### config.mk
export PLATFORM = sky130hd
export DESIGN_NAME = pc_next_unit
export DESIGN_NICKNAME = d
export VERILOG_FILES = /design/src/rtl/pc_next_unit.sv
export SDC_FILE = /design/constraint.sdc
export NUM_CORES = 1
export LEC_CHECK = 0
export ABC_AREA = 1
export BUFFER_PORTS_ARGS = -buffer_cell sky130_fd_sc_hd__buf_2
export CORE_MARGIN = 5
export CORE_UTILIZATION = 45
export CTS_CLUSTER_DIAMETER = 40
export CTS_CLUSTER_SIZE = 30
export DETAILED_ROUTE_END_ITERATION = 7
export PLACE_DENSITY = 0.68
export SLEW_MARGIN = 20
export SYNTH_ARGS = -nofsm -noshare
export SYNTH_HDL_FRONTEND = slang
export SYNTH_SLANG_ARGS = --single-unit
export TNS_END_PERCENT = 20
### constraint.sdc
create_clock -name clock -period 5.5 [get_ports clock]
set_input_delay 1.1 -clock clock [delete_from_list [all_inputs] [get_ports clock]]
set_output_delay 1.1 -clock clock [all_outputs]
set_load 0.01 [all_outputs]
### src/rtl/pc_next_unit.sv
// Program-counter sequencer: owns the architectural PC and selects sequential,
// branch/JAL or JALR next-fetch addresses, with stall hold and misaligned-target trap.
module pc_next_unit #(
    parameter int              XLEN         = 32,
    parameter logic [XLEN-1:0] RESET_VECTOR = '0,
    parameter logic [XLEN-1:0] TRAP_VECTOR  = XLEN'('h100),
    parameter int              IALIGN       = 32
) (
    input  logic            clock,
    input  logic            reset,
    input  logic            stall,
    input  logic            redirect_valid,
    input  logic            redirect_jalr,
    input  logic [XLEN-1:0] redirect_base,
    input  logic [XLEN-1:0] redirect_imm,
    output logic [XLEN-1:0] pc,
    output logic [XLEN-1:0] pc_plus4,
    output logic            fetch_valid,
    output logic            trap_valid,
    output logic [XLEN-1:0] trap_badaddr
);

    typedef enum logic [1:0] {
        RUN  = 2'd0,
        HOLD = 2'd1,
        TRAP = 2'd2
    } state_t;

    state_t                 state;
    state_t                 state_nxt;
    logic        [XLEN-1:0] pending_target;
    logic        [XLEN-1:0] pending_nxt;
    logic        [XLEN-1:0] pc_nxt;
    logic        [XLEN-1:0] badaddr_nxt;
    logic signed [XLEN-1:0] imm_s;
    logic        [XLEN-1:0] target;
    logic                   target_bad;

    // Wrapping add; JALR clears bit 0 before the alignment check is applied.
    function automatic logic [XLEN-1:0] calc_target(
        input logic [XLEN-1:0]        base,
        input logic signed [XLEN-1:0] imm,
        input logic                   jalr
    );
        logic [XLEN-1:0] sum;
        sum = base + XLEN'(imm);
        if (jalr) begin
            sum[0] = 1'b0;
        end
        return sum;
    endfunction

    function automatic logic is_misaligned(input logic [XLEN-1:0] t);
        if (IALIGN == 16) begin
            return t[0];
        end
        return |t[1:0];
    endfunction

    assign imm_s      = redirect_imm;
    assign target     = calc_target(redirect_base, imm_s, redirect_jalr);
    assign target_bad = is_misaligned(target);
    assign pc_plus4   = pc + XLEN'(4);

    always_comb begin
        state_nxt   = state;
        pc_nxt      = pc;
        pending_nxt = pending_target;
        badaddr_nxt = trap_badaddr;
        unique case (state)
            RUN: begin
                if (redirect_valid && target_bad) begin
                    pc_nxt      = TRAP_VECTOR;
                    badaddr_nxt = target;
                    state_nxt   = TRAP;
                end else if (redirect_valid && !stall) begin
                    pc_nxt = target;
                end else if (redirect_valid) begin
                    pending_nxt = target;
                    state_nxt   = HOLD;
                end else if (!stall) begin
                    pc_nxt = pc_plus4;
                end
            end
            HOLD: begin
                // Oldest redirect wins: younger redirects are squashed by it.
                if (!stall) begin
                    pc_nxt    = pending_target;
                    state_nxt = RUN;
                end
            end
            TRAP: begin
                if (!stall) begin
                    pc_nxt = TRAP_VECTOR + XLEN'(4);
                end
                state_nxt = RUN;
            end
            default: begin
                state_nxt = RUN;
            end
        endcase
    end

    // State / output register stage
    always_ff @(posedge clock) begin
        if (reset) begin
            state          <= RUN;
            pc             <= RESET_VECTOR;
            pending_target <= '0;
            trap_badaddr   <= '0;
            fetch_valid    <= 1'b0;
            trap_valid     <= 1'b0;
        end else begin
            state          <= state_nxt;
            pc             <= pc_nxt;
            pending_target <= pending_nxt;
            trap_badaddr   <= badaddr_nxt;
            fetch_valid    <= (state_nxt == RUN);
            trap_valid     <= (state_nxt == TRAP);
        end
    end

endmodule

==> summary.md, run 1 <==
| Metric | Value |
|---|---|
| Outcome | `finished, final reports clean` |
| Worst ir drop on vdd | `146.1 uV` |
| Final core utilization | `53.46%` |
| Slew Limit Headroom | `29.18%` |
| Asr flop ratio synth | `0%` |
| Reg2reg start | `state[0]` |
| Layout cell share with drive strength beyond 1 | `14.42%` |
| Crit end category | `output port` |
| Die Wd | `139.3 um` |
| First-pass GRT wire length | `36800 um` |
| Gr ovfl total | `0` |
| Via/cell ratio | `4.955` |
| Skew final | `0.01069 ns` |
| Clock Sinks | `100` |
| Pleak | `0.004981 uW` |
| DR pass1 iterations | `5` |
| Synthesis-to-finish area growth | `17.07%` |
| Ant diodes | `0` |
| CP startpoint kind | `flop` |
| ANT nets after route | `0` |
| Gpl congestion | `0.9139` |
| Mapped Nets | `1350` |
| Initial Util | `45.66%` |
| Met3 Use GR | `2.196%` |
| Ys flop type | `dfxtp_1` |
| Mapped Area | `7518 um^2` |
| RSZ-0062 raised after global routing | `no` |
| Synth unique cells | `43` |
| Total global-route track usage | `22.69%` |
| Die Span Y | `139.3 um` |
| Critical Path Source | `pc[2]` |
| Max Cap Viol | `0` |
| Ys Warns | `0` |
| Top cells by area, synth | `dfxtp_1, nand2_1, inv_1, a21oi_1, ha_1` |
| Hold crit path type | `flop to flop` |
| Final hold slack | `0.4499 ns` |
| Fin. max-slew vios | `0` |
| Hold_buf cts | `0` |
| Final Hold Viols | `0` |
| Postcts setup bufs | `0` |
| Sequential area share after synthesis | `26.63%` |
| Most common cell on crit path | `inv_1` |
| Setup TNS | `0 ns` |
| Core area | `16470 um^2` |
| Nets | `1497` |
| Num CTS Buffers | `9` |
| Hold Path Origin | `pending_target[1]` |
| Max Fanout on Critical Path | `7` |
| Busiest grt layer | `met2` |
| Critical Path AT | `2.21 ns` |
| Most frequent cells in the layout | `nand2_1, inv_1, buf_2` |
| Num rows | `47` |
| Clock Latency Late Sink | `0.34 ns` |
| Met2 GRT Util | `36.18%` |
| Drt wl/cell | `14.05 um` |
| Largest net degree at the start of global routing | `43` |
| Post-synth EDFFs | `0` |
| Dpl hpwl | `18420 um` |
| FF+latch count, synth | `100` |
| Max Freq | `302.2 MHz` |
| Met1 Use GR | `32.90%` |
| Initial DRC Count | `521` |
| Post-synthesis cell count | `1244` |
| Initial antenna violation count | `0` |
| Top-area cell type share of the netlist area | `26.63%` |
| PortBufs | `166` |
| Endpoints failing setup | `0` |
| Clock buffer depth | `2` |
| CTS tree | `built` |
| Largest area contributor in the netlist | `dfxtp_1` |
| Post-route DRC | `0` |
| PD cells | `268.4 nW/um^2` |
| Required time of the worst setup path | `4.40 ns` |
| Crit path cell chain | `ha_1 -> nand3_1 -> inv_1 -> nand2_1 -> nor2_1 -> xor2_1 -> inv_1 -> buf_2` |
| Kind of critical path | `flop to output port` |
| Full die area | `19390 um^2` |
| Num ports | `167` |
| Worst path slowest cell | `dfxtp_1` |
| Resized cells post-CTS | `0` |
| Most common cell after layout, fill and taps aside | `nand2_1` |
| Vias in the first global route | `7403` |
| Final setup margin | `2.191 ns` |
| Largest stage delay on the critical path | `0.47 ns` |
| Vias post-DR | `7998` |
| H-tree depth | `3` |
| Syn_area_per_cell | `6.044 um^2` |
| Period Utilization, post-route | `60.16%` |
| Routed WL | `22670 um` |
| Min Tclk post-route | `3.309 ns` |
| CTS clk-pin slew, worst paths | `0.07 ns` |
| Worst-Margin Slew | `1.056 ns` |
| Post-Place Worst Slack | `1.954 ns` |
| Clock root cell | `clkbuf_16` |
-- per-stage QoR --
stage               total power [uW]  std cells  instance area (um^2)
global placement                1705       1600                  8498
detailed placement              1713       1600                  8498
CTS                             2367       1614                  8802
finish                          2362       1614                  8802
global route                    2510       1614                  8802
floorplan                       1425       1244                  7518
-- state kept, by name, indices dropped and copies added (netlist names) --
name            flops
pending_target     32
state               2
pc                 32
trap_badaddr       32
fetch_valid         1
trap_valid          1
-- where the power goes --
group          internal [uW]  total, uW  switching, uW  leakage, uW
sequential               808        890           82.2     0.000821
clock                    393        656            263     0.000151
combinational            288        816            528      0.00401
total                   1490       2360            873      0.00498
-- cells by family (layout without fill, tap and decap cells) --
group,after synthesis,in the layout,synth area share (%)
XOR/XNOR,36,36,4.294
adder cells (fa/ha/maj),37,37,6.257
buffers and inverters,275,425,14.18
flip-flops,100,100,26.63
AND/OR/NAND/NOR,560,560,31.00
AO/OA/AOI/OAI,236,236,17.64
-- cell usage after synthesis, types with 2 or more instances --
master and n:
a21o_1 13, a21oi_1 92, a22oi_1 4, a31oi_1 6, and2_1 2, buf_2 9, buf_4 4, clkbuf_1 19
clkinv_1 2, dfxtp_1 100, ha_1 36, inv_1 236, inv_2 3, nand2_1 345, nand2_2 2, nand3_1 76
nand3b_1 6, nand4_1 5, nor2_1 99, nor2_2 2, nor2_4 3, nor3_1 13, nor3_2 2, o211ai_1 3
o21a_1 8, o21ai_0 82, o21ai_1 6, o21bai_1 18, xnor2_1 8, xor2_1 27
-- critical path: cells and delay by family (launching register included) --
kind                     cells  cell delay [ns]
AND/OR/NAND/NOR              3             0.50
flip-flops                   1             0.47
buffers and inverters        3             0.38
adder cells (fa/ha/maj)      1             0.35
XOR/XNOR                     1             0.15
-- worst paths after layout --
path                        to  slack, ns  depth (start not counted)
max               pc_plus4[18]       2.19                          8
min          pending_target[1]       0.45                          2
max reg2reg             pc[21]       3.27                          9
min reg2reg  pending_target[1]       0.45                          2
-- metal layers --
layer / vias to the layer above / share of wire [%]
li1: 4187 / -
met1: 3497 / 48
met2: 290 / 43
met3: 24 / 7.1
met4: 0 / 1.8
met5: - / 0
-- layout make-up --
type / instances / area (um^2)
Fill cell: 1775 / 7664
Clock buffer: 9 / 225.2
Multi-Input combinational cell: 869 / 4456
Sequential cell: 100 / 2002
Inverter: 241 / 904.6
Clock inverter: 5 / 78.83
Timing Repair Buffer: 170 / 860.8
Tap cell: 220 / 275.3
Power figures use the tool's default switching activity.
==> run 2: changes to the inputs <==
Clock period 5.5 ns to 3.5 ns, I/O delays scaled along.
==> run 2 against run 1 <==
Against the previous run:
- sequential power is 56% higher
- combinational power is 58% higher
- power is 57% higher
- sequential share of layout area is 0.17 points lower
- global-route usage is 0.26 points higher
- flip-flop and latch count stayed put
- register-to-register slack worse by 1.9 ns
- critical path type unchanged
- largest cell class unchanged
==> summary.md, run 2 (synthesized netlist as in run 1, its figures left out) <==
| Metric | Value |
|---|---|
| Reg2reg start | `state[0]` |
| Worst ir drop on vdd | `190.5 uV (+30%)` |
| Clock Latency Late Sink | `0.34 ns (about the same)` |
| Gpl congestion | `0.9291 (+1.7%)` |
| PD cells | `418.2 nW/um^2 (+56%)` |
| DR pass1 iterations | `5 (unchanged)` |
| Ant diodes | `0 (unchanged)` |
| Crit end category | `output port` |
| Critical Path AT | `2.24 ns (+0.03 ns)` |
| Buf/Inv on CP | `3 (unchanged)` |
| Biggest regs | `pc (32), pending_target (32), trap_badaddr (32)` |
| CTS clk-pin slew, worst paths | `0.07 ns (about the same)` |
| Period Utilization, post-route | `84.13%` |
| Drt wl/cell | `13.95 um (-0.71%)` |
| Fin. max-slew vios | `0 (unchanged)` |
| Routed WL | `22610 um (-0.28%)` |
| Worst Setup EP | `pc_plus4[18]` |
| PnR Total Power | `3708 uW (+57%)` |
| Via/cell ratio | `4.958 (about the same)` |
| Skew final | `0.007823 ns (-0.002865 ns)` |
| Initial antenna violation count | `0 (unchanged)` |
| Worst path slowest cell | `dfxtp_1` |
| Largest stage delay on the critical path | `0.50 ns (+0.03 ns)` |
| Final core utilization | `53.85% (+0.40 points)` |
| Most frequent cells in the layout | `nand2_1, inv_1, buf_2` |
| Gr ovfl total | `0 (unchanged)` |
| H-tree depth | `3 (unchanged)` |
| Num ports | `167 (unchanged)` |
| Postcts setup bufs | `0 (unchanged)` |
| RSZ-0062 raised after global routing | `no` |
| Busiest grt layer | `met2` |
| Required time of the worst setup path | `2.80 ns (-1.60 ns)` |
| Clock buffer depth | `2 (unchanged)` |
| Nets | `1503 (+0.40%)` |
| Delay-heaviest family, CP | `simple AND/OR/NAND/NOR gates` |
| Met2 GRT Util | `36.06% (-0.13 points)` |
| Gate power share | `34.9% (+0.3 points)` |
| Max Cap Viol | `0 (unchanged)` |
| Clock Sinks | `100 (unchanged)` |
| Net switching power | `1366 uW (+56%)` |
| Critical Path Source | `pc[2]` |
| Num CTS Buffers | `9 (unchanged)` |
| Resized cells post-CTS | `0 (unchanged)` |
| Clock power frac | `27.5% (-0.3 points)` |
| First-pass GRT wire length | `37120 um (+0.86%)` |
| WP depth | `8 (unchanged)` |
| Hold crit path type | `flop to flop` |
| Final Hold Viols | `0 (unchanged)` |
| Die Span Y | `139.3 um (unchanged)` |
| ANT nets after route | `0 (unchanged)` |
| Crit path cell chain | `ha_1 -> nand3_1 -> inv_1 -> nand2_1 -> nor2_1 -> xor2_1 -> inv_1 -> buf_2` |
| Vias post-DR | `8037 (+0.49%)` |
| Hold_buf cts | `0 (unchanged)` |
| Min Tclk post-route | `2.944 ns` |
| Endpoints failing setup | `0 (unchanged)` |
| CP startpoint kind | `flop` |
| Outcome | `finished, final reports clean` |
| Largest net degree at the start of global routing | `46 (+7.0%)` |
| Max Fanout on Critical Path | `7 (unchanged)` |
| P_int | `2342 uW (+57%)` |
| Full die area | `19390 um^2 (unchanged)` |
| FF-to-FF setup slack | `1.39 ns (-1.88 ns)` |
| Max Freq | `339.6 MHz` |
| Total global-route track usage | `22.94% (+0.26 points)` |
| Worst R2R End | `pc[23]` |
| Pleak | `0.005009 uW (+0.57%)` |
| Reg2reg path depth | `9 (unchanged)` |
| Die Wd | `139.3 um (unchanged)` |
| Sequential power share | `37.6% (about the same)` |
| Synthesis-to-finish area growth | `17.94%` |
| Sw Share | `36.83% (-0.14 points)` |
| Num rows | `47 (unchanged)` |
| Setup TNS | `0 ns (unchanged)` |
| Layout cell share with drive strength beyond 1 | `14.85% (+0.43 points)` |
| Met3 Use GR | `2.642% (+0.45 points)` |
| Clock root cell | `clkbuf_16` |
| Dpl hpwl | `18540 um (+0.62%)` |
| Slew Limit Headroom | `50.31% (+21 points)` |
| Worst-Margin Slew | `0.7446 ns (-0.3112 ns)` |
| Most common cell after layout, fill and taps aside | `nand2_1` |
| Initial Util | `45.66% (unchanged)` |
| Kind of critical path | `flop to output port` |
| PortBufs | `166 (unchanged)` |
| Initial DRC Count | `603 (+16%)` |
| Vias in the first global route | `7409 (+0.081%)` |
| Core area | `16470 um^2 (unchanged)` |
| Most common cell on crit path | `inv_1` |
| CTS tree | `built` |
| Met1 Use GR | `33.58% (+0.68 points)` |
| Post-route DRC | `0 (unchanged)` |
run 2: power groups by stage:
| stage | Clock [uW] | Combinational (uW) | Sequential (uW) |
|---|---|---|---|
| after floorplan | 0 | 808 | 1430 |
| after global placement | 0 | 1280 | 1420 |
| after detailed placement | 0 | 1290 | 1420 |
| after CTS | 1030 | 1290 | 1390 |
| after global routing | 1080 | 1460 | 1410 |
| final | 1020 | 1290 | 1390 |
run 2: worst min-delay path: stages (launching register included):
cell and delay (ns):
dfxtp_1 0.31, nand2_1 0.06, nor2_1 0.04
run 2: worst min-delay path by stage:
stage / start / endpoint / slack (ns) / cells after the start
2_1_floorplan: pending_target[0] / pending_target[0] / 0.43 / 2
3_3_place_gp: pending_target[1] / pending_target[1] / 0.43 / 2
3_5_place_dp: pending_target[1] / pending_target[1] / 0.44 / 2
4_1_cts: pending_target[1] / pending_target[1] / 0.45 / 2
5_1_grt: pending_target[1] / pending_target[1] / 0.46 / 2
6_report: pending_target[1] / pending_target[1] / 0.45 / 2
run 2: per-stage QoR:
| step | cells | hold slack (ns) | area (um^2) | worst slack [ns] |
|---|---|---|---|---|
| finish | 1621 | 0.4458 | 8867 | 0.5555 |
| global route | 1621 | 0.4592 | 8867 | 0.3162 |
| CTS | 1621 | 0.4457 | 8867 | 0.5518 |
| detailed placement | 1606 | 0.4357 | 8556 | 0.5672 |
| global placement | 1606 | 0.4343 | 8556 | 0.6250 |
| floorplan | 1244 | 0.4251 | 7518 | 0.9638 |
run 2: final cells by class:
type                    count  area (um^2)
repair buffers            176        918.4
multi-input cells         869         4456
fillers                  1753         7599
clock buffers              12        266.5
flip-flops and latches    100         2002
inverters                 241        904.6
well taps                 220        275.3
clock inverters             3        45.04
run 2: routing by layer:
metal | part of all wire (%) | vias up
met4 | 1.6 | 0
met3 | 6.8 | 25
met1 | 48 | 3528
met5 | 0 | -
met2 | 43 | 284
li1 | - | 4200
==> run 3: changes to the inputs <==
Settings changed: ABC_AREA 1 to 0, PLACE_DENSITY 0.68 to 0.69.
Clock period 3.5 ns to 3.1 ns, I/O delays scaled along.
==> run 3 against run 2 <==
Against the previous run:
- via count down 16%
- global-route usage down 0.71 points
- area after synthesis down 12%
- combinational power up 21%
- flip-flop and latch count unchanged
- sequential share of layout area up 1.6 points
- design area down 6.7%
- register-to-register slack worse by 0.65 ns
- first-iteration DRC count up 4.6%
- largest power group is now combinational cells
- highest routed layer unchanged
==> summary.md, run 3 <==
| Metric | Value |
|---|---|
| Largest area contributor in the netlist | `dfxtp_1` |
| Initial Util | `45.70% (about the same)` |
| Die Span Y | `131.3 um (-5.7%)` |
| Ys Warns | `0 (unchanged)` |
| Die Wd | `131.3 um (-5.7%)` |
| Syn_area_per_cell | `7.821 um^2 (+29%)` |
| Num rows | `44 (-6.4%)` |
| Max Freq | `339.6 MHz` |
| CTS tree | `built` |
| Min Tclk post-route | `2.945 ns` |
| Vias post-DR | `6717 (-16%)` |
| Mapped Area | `6616 um^2 (-12%)` |
| Crit end category | `flop` |
| Skew final | `0.005747 ns (-0.002077 ns)` |
| Routed WL | `20180 um (-11%)` |
| WHS Path Cells | `2 (unchanged)` |
| Dpl hpwl | `15860 um (-14%)` |
| Layout cell share with drive strength beyond 1 | `27.62% (+13 points)` |
| Gpl congestion | `0.9123 (-1.8%)` |
| Clock buffer depth | `2 (unchanged)` |
| Nets | `1140 (-24%)` |
| Count leader, synth | `nand2_1` |
| Layout Cells excl Fill | `1223 (-25%)` |
| First-pass GRT wire length | `32340 um (-13%)` |
| Gr ovfl total | `0 (unchanged)` |
| Sequential area share after synthesis | `30.26% (+3.6 points)` |
| ANT nets after route | `0 (unchanged)` |
| Largest net degree at the start of global routing | `36 (-22%)` |
| Pleak | `0.003772 uW (-25%)` |
| Asr flop ratio synth | `0% (unchanged)` |
| Biggest regs | `pc (32), pending_target (32), trap_badaddr (32)` |
| CTS clk-pin slew, worst paths | `0.07 ns (about the same)` |
| Via/cell ratio | `5.492 (+11%)` |
| Top-area cell type share of the netlist area | `30.26% (+3.6 points)` |
| Vias in the first global route | `6341 (-14%)` |
| Num ports | `167 (unchanged)` |
| Hold_buf cts | `0 (unchanged)` |
| Hold crit path type | `flop to flop` |
| Final core utilization | `57.15% (+3.3 points)` |
| Synth unique cells | `69 (+60%)` |
| Required time of the worst setup path | `3.33 ns (+0.53 ns)` |
| Buf/Inv on CP | `2 (-1)` |
| Cell Area, Placed | `7890 um^2 (-7.8%)` |
| Max Cap Viol | `0 (unchanged)` |
| Largest stage delay on the critical path | `0.37 ns (-0.13 ns)` |
| Post-synthesis cell count | `846 (-32%)` |
| Top cells by area, synth | `dfxtp_1, nand2_1, a21oi_1, ha_1, nor2_1` |
| Post-synth EDFFs | `0 (unchanged)` |
| Mapped Nets | `952 (-29%)` |
| Outcome | `finished, final reports clean` |
| Critical Path AT | `3.18 ns (+0.94 ns)` |
| Worst R2R End | `pc[19]` |
| PD cells | `521.0 nW/um^2 (+25%)` |
| Initial DRC Count | `631 (+4.6%)` |
| Synthesis-to-finish area growth | `25.06%` |
| Most frequent cells in the layout | `buf_2, nand2_1, dfxtp_1` |
| Period Utilization, post-route | `94.99%` |
| Crit path cell chain | `buf_2 -> ha_1 -> inv_1 -> fa_1 -> and2b_1 -> o2111ai_2 -> a21oi_4 -> o21a_1 -> a21oi_1 -> o31ai_2 -> a311o_1 -> nand4_1 -> a211oi_1` |
| Hold path endpoint | `trap_badaddr[22]` |
| Num CTS Buffers | `9 (unchanged)` |
| PortBufs | `166 (unchanged)` |
| Reg2reg start | `state[0]` |
| CP startpoint kind | `primary input` |
| Final instance area | `8274 um^2 (-6.7%)` |
| FF-to-FF setup slack | `0.74 ns (-0.65 ns)` |
| Initial antenna violation count | `0 (unchanged)` |
| Hold Path Origin | `trap_badaddr[22]` |
| Clock root cell | `clkbuf_16` |
| Placed cell count | `1207 (-25%)` |
| Max Fanout on Critical Path | `4 (-3)` |
| Worst path slowest cell | `fa_1` |
| Most common cell after layout, fill and taps aside | `buf_2` |
| FF+latch count, synth | `100 (unchanged)` |
| Core area | `14480 um^2 (-12%)` |
| Ys flop type | `dfxtp_1` |
| Ant diodes | `0 (unchanged)` |
| Post-route DRC | `0 (unchanged)` |
| RSZ-0062 raised after global routing | `yes` |
| Drt wl/cell | `16.50 um (+18%)` |
| Clock Sinks | `100 (unchanged)` |
| DR pass1 iterations | `5 (unchanged)` |
| Kind of critical path | `primary input to flop` |
| Final Hold Viols | `0 (unchanged)` |
| Clock Latency Late Sink | `0.34 ns (about the same)` |
| Slew Limit Headroom | `50.42% (+0.11 points)` |
| Endpoints failing setup | `0 (unchanged)` |
| Reg2reg path depth | `10 (+1)` |
| Top cells by count, synth | `nand2_1, dfxtp_1, a21oi_1` |
| Total global-route track usage | `22.24% (-0.71 points)` |
| Worst ir drop on vdd | `253.6 uV (+33%)` |
| H-tree depth | `3 (unchanged)` |
| Full die area | `17230 um^2 (-11%)` |
| Delay-heaviest family, CP | `compound AO/OA/AOI/OAI gates` |
| Fin. max-slew vios | `0 (unchanged)` |
| Worst-Margin Slew | `0.7437 ns (-0.0008993 ns)` |
## run 3: final cells by class
cell class / instances / area (um^2)
fillers: 1391 / 6205
inverters: 16 / 60.06
repair buffers: 232 / 1376
clock inverters: 6 / 87.58
flip-flops and latches: 100 / 2003
clock buffers: 10 / 239.0
well taps: 184 / 230.2
multi-input cells: 675 / 4278
## run 3: timing repair
item / 4_1_cts / 5_1_grt
hold endpoints to repair: 0 / 0
gates resized for setup: 3 / 9
endpoints found under the setup margin: 6 / 13
buffers inserted: 0 / 0
## run 3: report_power, final
part	total, uW	switching [uW]	leakage [uW]	internal, uW
combinational	1560	891	0.00280	671
clock	1220	491	0.000151	728
sequential	1530	116	0.000818	1410
total	4310	1500	0.00377	2810
## run 3: per-stage QoR
step	setup slack [ns]	hold WS, ns	power [uW]	setup TNS [ns]
after CTS	0.02110	0.4531	4312	0
after global routing	-0.01318	0.4668	4539	-0.01318
after floorplan	0.1340	0.4321	2496	0
final	0.1554	0.4491	4311	0
after global placement	-0.1156	0.4370	3081	-0.7516
after detailed placement	-0.1756	0.4446	3098	-1.354
## run 3: per-layer routing
layer	track usage [%]	vias to the layer above	part of all wire (%)
met1	31.78	3083	47
met3	4.893	25	7.0
li1	-	3413	-
met2	34.31	196	45
met4	5.200	0	1.4
met5	0	-	0
## run 3: worst max path at each step
stage / depth (start not counted) / slack (ns) / to / from
after floorplan: 12 / 0.13 / pc[26] / redirect_base[0]
after global placement: 13 / -0.12 / pc[26] / redirect_base[0]
after detailed placement: 13 / -0.18 / pc[26] / redirect_base[0]
after CTS: 8 / 0.02 / pc_plus4[22] / pc[2]
after global routing: 15 / -0.01 / pending_target[28] / redirect_imm[0]
final: 13 / 0.16 / pc[24] / redirect_base[0]
## run 3: cell families after synthesis
kind of cell | count (synthesis) | synth area share, %
buffers and inverters | 71 | 6.146
AOI/OAI and AO/OA | 245 | 26.06
adders and majority gates | 37 | 7.110
xor gates and xnor gates | 51 | 6.751
muxes | 5 | 0.7754
DFF | 100 | 30.26
and+or+nand+nor | 337 | 22.90
## run 3: tightest hold or removal path, stage by stage (launching register included)
cell	delay [ns]
dfxtp_1	0.31
nand2_1	0.05
a21oi_1	0.05
